[src/rtl/mips16_trace_tx.sv]
// Trace transmitter for mips_16: captures {pc, alu} once per new PC into a small FIFO
// and serialises each record as five 8N1 bytes (SYNC, pc hi/lo, alu hi/lo).
module mips16_trace_tx #(
  parameter int          CLKS_PER_BIT = 434,
  parameter int          DEPTH        = 8,
  parameter logic [7:0]  SYNC_BYTE    = 8'hA5
) (
  input  logic                     clk,
  input  logic                     reset,
  input  logic [15:0]              pc_in,
  input  logic [15:0]              alu_in,
  input  logic                     trace_en,
  output logic                     tx,
  output logic                     tx_busy,
  output logic [$clog2(DEPTH):0]   fifo_level,
  output logic                     overflow,
  output logic [7:0]               drop_count
);

  localparam int AW = $clog2(DEPTH);
  localparam int CW = $clog2(CLKS_PER_BIT);
  localparam logic [AW:0]   FULL_LVL = (AW+1)'(DEPTH);
  localparam logic [CW-1:0] CNT_LAST = CW'(CLKS_PER_BIT - 1);

  typedef enum logic [1:0] {S_IDLE, S_START, S_DATA, S_STOP} state_t;

  // Capture and FIFO state
  logic          first_q;
  logic [15:0]   last_pc_q;
  logic [31:0]   mem_q [DEPTH];
  logic [AW-1:0] wr_ptr_q, rd_ptr_q;
  logic [AW:0]   level_q;
  logic          overflow_q;
  logic [7:0]    drop_count_q;

  // Transmitter state
  state_t        state_q, state_d;
  logic [CW-1:0] cnt_q, cnt_d;
  logic [2:0]    bit_q, bit_d;
  logic [2:0]    byte_q, byte_d;
  logic [31:0]   hold_q, hold_d;
  logic          tx_q, tx_d;
  logic          busy_q, busy_d;
  logic [7:0]    cur_byte;

  logic capture, full, pop, push, drop;

  assign capture = trace_en && (first_q || (pc_in != last_pc_q));
  assign full    = (level_q == FULL_LVL);
  assign pop     = (state_q == S_IDLE) && (level_q != '0);
  // A pop on the same edge frees a slot, so a full FIFO can still accept.
  assign push    = capture && (!full || pop);
  assign drop    = capture && full && !pop;

  always_ff @(posedge clk) begin
    if (push) mem_q[wr_ptr_q] <= {pc_in, alu_in};
  end

  always_ff @(posedge clk) begin
    if (reset) begin
      first_q      <= 1'b1;
      last_pc_q    <= '0;
      wr_ptr_q     <= '0;
      rd_ptr_q     <= '0;
      level_q      <= '0;
      overflow_q   <= 1'b0;
      drop_count_q <= '0;
    end else begin
      if (trace_en) last_pc_q <= pc_in;
      if (capture)  first_q   <= 1'b0;
      if (push)     wr_ptr_q  <= wr_ptr_q + AW'(1);
      if (pop)      rd_ptr_q  <= rd_ptr_q + AW'(1);
      case ({push, pop})
        2'b10:   level_q <= level_q + (AW+1)'(1);
        2'b01:   level_q <= level_q - (AW+1)'(1);
        default: level_q <= level_q;
      endcase
      if (drop) begin
        overflow_q <= 1'b1;
        if (drop_count_q != 8'hFF) drop_count_q <= drop_count_q + 8'd1;
      end
    end
  end

  // State register
  always_ff @(posedge clk) begin
    if (reset) begin
      state_q <= S_IDLE;
      cnt_q   <= '0;
      bit_q   <= '0;
      byte_q  <= '0;
      hold_q  <= '0;
      tx_q    <= 1'b1;
      busy_q  <= 1'b0;
    end else begin
      state_q <= state_d;
      cnt_q   <= cnt_d;
      bit_q   <= bit_d;
      byte_q  <= byte_d;
      hold_q  <= hold_d;
      tx_q    <= tx_d;
      busy_q  <= busy_d;
    end
  end

  // Next-state logic: every bit lasts CLKS_PER_BIT cycles, bytes chain with no gap
  always_comb begin
    state_d = state_q;
    cnt_d   = cnt_q;
    bit_d   = bit_q;
    byte_d  = byte_q;
    hold_d  = hold_q;
    case (state_q)
      S_IDLE: begin
        if (pop) begin
          state_d = S_START;
          cnt_d   = '0;
          byte_d  = '0;
          hold_d  = mem_q[rd_ptr_q];
        end
      end
      S_START: begin
        if (cnt_q == CNT_LAST) begin
          cnt_d   = '0;
          bit_d   = '0;
          state_d = S_DATA;
        end else begin
          cnt_d = cnt_q + CW'(1);
        end
      end
      S_DATA: begin
        if (cnt_q == CNT_LAST) begin
          cnt_d = '0;
          if (bit_q == 3'd7) state_d = S_STOP;
          else               bit_d   = bit_q + 3'd1;
        end else begin
          cnt_d = cnt_q + CW'(1);
        end
      end
      S_STOP: begin
        if (cnt_q == CNT_LAST) begin
          cnt_d = '0;
          if (byte_q == 3'd4) begin
            state_d = S_IDLE;
          end else begin
            byte_d  = byte_q + 3'd1;
            state_d = S_START;
          end
        end else begin
          cnt_d = cnt_q + CW'(1);
        end
      end
      default: state_d = S_IDLE;
    endcase
  end

  // Output logic, computed from next state so tx and tx_busy come straight from flops
  always_comb begin
    cur_byte = SYNC_BYTE;
    case (byte_d)
      3'd0:    cur_byte = SYNC_BYTE;
      3'd1:    cur_byte = hold_d[31:24];
      3'd2:    cur_byte = hold_d[23:16];
      3'd3:    cur_byte = hold_d[15:8];
      default: cur_byte = hold_d[7:0];
    endcase
    case (state_d)
      S_START: tx_d = 1'b0;
      S_DATA:  tx_d = cur_byte[bit_d];
      default: tx_d = 1'b1;
    endcase
    busy_d = (state_d != S_IDLE);
  end

  assign tx         = tx_q;
  assign tx_busy    = busy_q;
  assign fifo_level = level_q;
  assign overflow   = overflow_q;
  assign drop_count = drop_count_q;

endmodule

[config.mk]
export PLATFORM = sky130hd
export DESIGN_NAME = mips16_trace_tx
export DESIGN_NICKNAME = d
export VERILOG_FILES = /design/src/rtl/mips16_trace_tx.sv
export SDC_FILE = /design/constraint.sdc
export NUM_CORES = 1
export LEC_CHECK = 0
export BUFFER_PORTS_ARGS = -buffer_cell sky130_fd_sc_hd__buf_2
export CAP_MARGIN = 20
export CORE_MARGIN = 4
export CORE_UTILIZATION = 65
export DETAILED_ROUTE_END_ITERATION = 12
export PLACE_DENSITY = 0.84
export SLEW_MARGIN = 15
export SYNTH_ARGS = -nofsm -noshare
export SYNTH_HDL_FRONTEND = slang
export SYNTH_SLANG_ARGS = --single-unit
[constraint.sdc]
create_clock -name clk -period 6.5 [get_ports clk]
set_input_delay 0.325 -clock clk [delete_from_list [all_inputs] [get_ports clk]]
set_output_delay 0.325 -clock clk [all_outputs]
set_load 0.01 [all_outputs]
==> flow_summary.ini, run 1 <==
[clock_tree]
postCtsHoldBufs = 0
htreeDepth = 2
path_clk_slew_ns = 0.06
post_cts_buffers = 0
numCtsBuffers = 35
tritoncts = done
cts_root_buf = clkbuf_16
cts_buffer_depth = 3
clkSinkCount = 346
cts_resized = 0
clock_latency_ns = 0.52

[synthesis]
synth_most_common_cell = edfxtp_1
yosys-top-cells-count = edfxtp_1 (256), nor2_1 (132), dfxtp_1 (90)
synthCells = 891
synth-main-ff-cell = edfxtp_1
syn_avg_cell_area_um2 = 15.6
synth_area_leaders = edfxtp_1 (55%), dfxtp_1 (13%), mux4_2 (10%)
netlist_area_um2 = 13900
synth_edf_count = 256
yosysUniqueCellTypes = 63
synth_fp_nets = 942
yosysSeqAreaShare_pct = 68.5
synth_top_area_share_pct = 55.5
ys_async_sr_fraction_pct = 0
yosys_warnings = 0
synth_top_area_cell = edfxtp_1
ys_seq_elements = 346

[floorplan]
fp.coreArea_um2 = 21000
std_cell_rows = 53
dieArea_um2 = 23700
io_pins = 50
initial_core_util_pct = 65.9
die_y_um = 154
die_x_um = 154

[setup_path]
crit_chain = buf_4, mux4_2, mux2i_1, nor2_1, a21oi_1, mux2i_1, o21ai_0, o21ai_0, o32ai_1, a41oi_1
critPathTopFamily = multiplexers
cp.required_ns = 6.85
arrival_ns = 3.94
critPathSlowestCell = dfxtp_4
path_class = reg -> reg
critPathBufInv = 1
cp_max_fo = 36
cpPeakStageDelay_ns = 0.73
startpoint_type = flop
end_kind = flop

[detailed_routing]
drt-total-wl_um = 28400
vias_per_cell = 6.21
vias = 7770
drt_iter0_markers = 798
drtPass1Iterations = 5
drc = 0
post_drt_wl_per_cell_um = 22.7
antenna_left = 0

[finish]
fin_nets = 1002
area_delta_synth_final_pct = 12.4
drive_above_1_share_pct = 19.8
n_fill_cell = 1195
design_area_um2 = 15600
layout.area.seq_um2 = 9500
fin_cells = 1252
final_core_util_pct = 74.1
multiInputGateArea_um2 = 4210

[global_route]
antenna_found_initial = 1
grt_pass1_vias = 8114
grt_max_degree = 89
grt_use_total_pct = 24.8
overflow = 0
grt_pass1_wl_um = 45600

[pwr]
p_leak_uw = 0.00544
p_per_area_nw_per_um2 = 380
ir_worst_vdd_mv = 0.243

[placement]
dpl_cell_area_um2 = 14500
dpl.cell_count = 1188
hpwl_um = 16100
portBuffers = 49
gp_congestion = 0.833

[sta]
fin_crit_sh_pct = 55.3
rsz0062_at_grt = false
finalHoldViolations = 0
setup-tns-final_ns = 0
fin_skew_ns = 0.0284
fmax_mhz = 278
relSlewSlack_pct = 36.9
worst_slew_pin_slew_ns = 0.947
finalMaxSlewViolations = 0
setup_violations = 0
min_period_ns = 3.59

[run_status]
status = complete, no violations

[job]
max_cap_violations = 0

[hold_path]
worst_hold_path_type = in -> reg
-- final cells by class --
class / instances / area share (%)
Clock inverter: 16 / 1.16
Timing Repair Buffer: 63 / 2.41
Tap cell: 275 / 2.21
Clock buffer: 46 / 5.95
Inverter: 12 / 0.289
Multi-Input combinational cell: 493 / 27.0
Sequential cell: 346 / 60.9
Antenna cell: 1 / 0.0161
-- sequential cells by signal (all words and copies together) (netlist names), named ones only --
| signal | cells |
|---|---|
| first_q | 1 |
| tx | 1 |
| last_pc_q | 16 |
| bit_q | 3 |
| mem_q | 256 |
| byte_q | 3 |
| overflow | 1 |
| rd_ptr_q | 3 |
| fifo_level | 4 |
| wr_ptr_q | 3 |
| tx_busy | 1 |
| drop_count | 8 |
| hold_q | 32 |
| state_q | 2 |
| cnt_q | 9 |
-- worst paths after layout --
| kind | start | to | slack, ns | cells after the start |
|---|---|---|---|---|
| worst max-delay path | flop | tx$_SDFF_PP1_ | 2.91 | 10 |
| worst min-delay path | alu_in[12] | mem_q[6][12]$_DFFE_PP_ | 0.07 | 1 |
| worst max register to register | flop | tx$_SDFF_PP1_ | 2.91 | 10 |
| worst min register to register | overflow$_SDFFE_PP0P_ | overflow$_SDFFE_PP0P_ | 0.46 | 2 |
-- power breakdown --
group / switching, uW / total, uW / internal (uW)
Sequential: 142 / 2700 / 2560
Clock: 806 / 1940 / 1130
Combinational: 744 / 1280 / 540
Total: 1690 / 5920 / 4230
-- placed cells by master (no fill, tap or decap), drive strengths merged, types with 4 or more instances in the layout --
| cell | n |
|---|---|
| inv | 13 |
| xor2 | 25 |
| clkbuf | 46 |
| buf | 63 |
| nor3b | 5 |
| a21o | 4 |
| ha | 15 |
| nor2 | 132 |
| nor3 | 11 |
| nor2b | 4 |
| nand3 | 6 |
| and3 | 9 |
| xnor2 | 4 |
| a21oi | 48 |
| mux4 | 64 |
| clkinv | 11 |
| nand2 | 32 |
| dfxtp | 90 |
| nor4 | 4 |
| a22oi | 4 |
| mux2i | 56 |
| o21ai | 19 |
| edfxtp | 256 |
| nand4 | 5 |
-- cell families (layout without fill, tap and decap cells) --
| group | after synthesis | count (layout) | synth area share, % |
|---|---|---|---|
| compound gates | 105 | 105 | 4.78 |
| mux | 123 | 123 | 14.7 |
| fa+ha+maj | 16 | 16 | 1.50 |
| simple gates | 220 | 220 | 7.05 |
| buf+inv | 52 | 137 | 1.65 |
| flops | 346 | 346 | 68.5 |
| other cells | 0 | 1 | 0 |
| xor+xnor | 29 | 29 | 1.83 |
-- routing by layer --
layer	vias up	part of all wire, %	GRT usage (%)
met5	-	0	0
met4	0	2.4	7.36
met3	49	6.8	4.76
met2	280	51	40.6
met1	3918	40	34.6
li1	3523	-	-
-- through the flow --
| step | hold slack [ns] | total power [uW] | worst slack (ns) |
|---|---|---|---|
| final | 0.0700 | 5920 | 2.91 |
| after global routing | 0.0778 | 6210 | 2.52 |
| after CTS | 0.0574 | 5960 | 2.72 |
| after detailed placement | 0.442 | 4000 | 2.63 |
| after global placement | 0.444 | 3950 | 2.77 |
| after floorplan | 0.424 | 3670 | 2.13 |
No activity file was read; power rests on OpenSTA's default activity.
==> inputs of run 2 (changes only) <==
--- a/config.mk
+++ b/config.mk
@@ -8,9 +8,9 @@
 export BUFFER_PORTS_ARGS = -buffer_cell sky130_fd_sc_hd__buf_2
 export CAP_MARGIN = 20
 export CORE_MARGIN = 4
-export CORE_UTILIZATION = 65
+export CORE_UTILIZATION = 55
 export DETAILED_ROUTE_END_ITERATION = 12
-export PLACE_DENSITY = 0.84
+export PLACE_DENSITY = 0.76
 export SLEW_MARGIN = 15
 export SYNTH_ARGS = -nofsm -noshare
 export SYNTH_HDL_FRONTEND = slang
==> constraint.sdc (replaced) <==
create_clock -name clk -period 3 [get_ports clk]
set_input_delay 0.15 -clock clk [delete_from_list [all_inputs] [get_ports clk]]
set_output_delay 0.15 -clock clk [all_outputs]
set_load 0.01 [all_outputs]
==> run 2 against run 1 <==
  * Power grew 120%
  * Highest routed layer unchanged
  * Critical path depth grew 7
  * Non-clock buffer count grew 61
==> flow_summary.ini, run 2 (same netlist as run 1, synthesis figures left out) <==
[placement]
portBuffers = 49
gp_congestion = 0.848
pre_cts_ws_ns = 0.149
hpwl_um = 17100
dpl.cell_count = 1270

[finish]
top_regs = mem_q (256), hold_q (32), last_pc_q (16)
n_fill_cell = 1685
layout.area.seq_um2 = 9500
area_delta_synth_final_pct = 18.3
drive_above_1_share_pct = 22.0
fin_nets = 1064
insertedDiodeCount = 0
layout_commonest_cell = edfxtp_1
final_cell_mix = edfxtp_1 (256), nor2_1 (130), dfxtp_1 (87)
fin_cells = 1363
largest_reg_flops = 256
multiInputGateArea_um2 = 4250
regMostFlops = mem_q

[global_route]
grt_pass1_vias = 8051
grt_use_total_pct = 20.3
grt_max_degree = 64
overflow = 0
grt_pass1_wl_um = 44800
antenna_found_initial = 0

[clock_tree]
htreeDepth = 2
clock_latency_ns = 0.53
post_cts_buffers = 0
cts_buffer_depth = 3
clkSinkCount = 346
cts_root_buf = clkbuf_16
tritoncts = done
path_clk_slew_ns = 0.06
numCtsBuffers = 36

[setup_path]
critPathBufInv = 5
critPathSlowestCell = dlygate4sd3_1
end_kind = flop
crit_chain = dlygate4sd3_1, buf_2, xor2_1, nor4_2, buf_4, nand4_1, o31ai_2, buf_4, nand2_1, inv_1, ha_1, a21o_1, a21oi_1, nor2_1, a22oi_1, xor2_1, nor2_1
cp.required_ns = 3.37
cpPeakStageDelay_ns = 0.52
arrival_ns = 3.21
startpoint_type = input pin
cp_max_fo = 10
critPathTopFamily = buffers and inverters
path_class = in -> reg
crit_start = pc_in[3]
r2r-start = last_pc_q[3]$_SDFFE_PP0P_

[sta]
rsz0062_at_grt = true
fin_skew_ns = 0.0206
finalMaxSlewViolations = 0
fmax_mhz = 352
holdWs_ns = 0.0312
min_period_ns = 2.84
fin_crit_sh_pct = 94.8
worst_slew_pin_slew_ns = 0.967
finalHoldViolations = 0
timing.final.ws_setup_ns = 0.157
setup-tns-final_ns = 0
setup_violations = 0
relSlewSlack_pct = 35.5

[floorplan]
dieArea_um2 = 27800
die_y_um = 167
io_pins = 50
die_x_um = 167
fp.coreArea_um2 = 24500
std_cell_rows = 57
initial_core_util_pct = 56.5

[job]
max_cap_violations = 0

[detailed_routing]
drt-total-wl_um = 28200
vias = 7882
drt_iter0_markers = 752
antenna_left = 0
drc = 0
vias_per_cell = 5.78
post_drt_wl_per_cell_um = 20.7
drtPass1Iterations = 5

[pwr]
p_per_area_nw_per_um2 = 794
ir_worst_vdd_mv = 0.549
p_leak_uw = 0.00578

[hold_path]
worst_hold_path_type = in -> reg
min_from = pc_in[4]

[run_status]
status = complete, no violations
## run 2: metrics by stage
| step | utilization [%] | area, um^2 | total power, uW |
|---|---|---|---|
| finish | 66.8 | 16400 | 13000 |
| global route | 66.8 | 16400 | 13700 |
| CTS | 66.7 | 16400 | 13100 |
| detailed placement | 61.0 | 15000 | 8940 |
| global placement | 61.0 | 15000 | 8860 |
| floorplan | - | 13900 | 7940 |
## run 2: repair_timing
| item | CTS | global route |
|---|---|---|
| hold buffers | 29 | 0 |
| gates resized for setup | 0 | 4 |
| endpoints found under the setup margin | 0 | 3 |
| endpoints found under the hold margin | 233 | 0 |
## run 2: per-layer routing
metal / up-vias / track usage [%] / wire length, um
li1: 3655 / - / -
met1: 3976 / 28.1 / 12200
met2: 205 / 34.1 / 14100
met3: 46 / 3.34 / 1280
met4: 0 / 5.62 / 640
met5: - / 0 / 0
## run 2: where the power goes
group          total (uW)  internal [uW]  switching (uW)  leakage [uW]
combinational        3110           1400            1710       0.00218
clock                4160           2410            1750      0.000544
sequential           5750           5540             204       0.00306
total               13000           9350            3670       0.00578
## run 2: cell type report
type	count	area share (%)
well taps	324	2.47
flip-flops and latches	346	57.9
clock inverters	15	0.801
inverters	12	0.275
multi-input cells	493	25.9
clock buffers	49	5.98
repair buffers	124	6.61
## run 2: path summary, 6_finish.rpt
kind | end | slack (ns) | cells past startpoint
worst max-delay path | fifo_level[3]$_SDFFE_PP0P_ | 0.16 | 17
worst min-delay path | mem_q[6][20]$_DFFE_PP_ | 0.03 | 2
worst min register to register | hold_q[29]$_SDFF_PP0_ | 0.48 | 2
worst max register to register | fifo_level[3]$_SDFFE_PP0P_ | 0.17 | 15
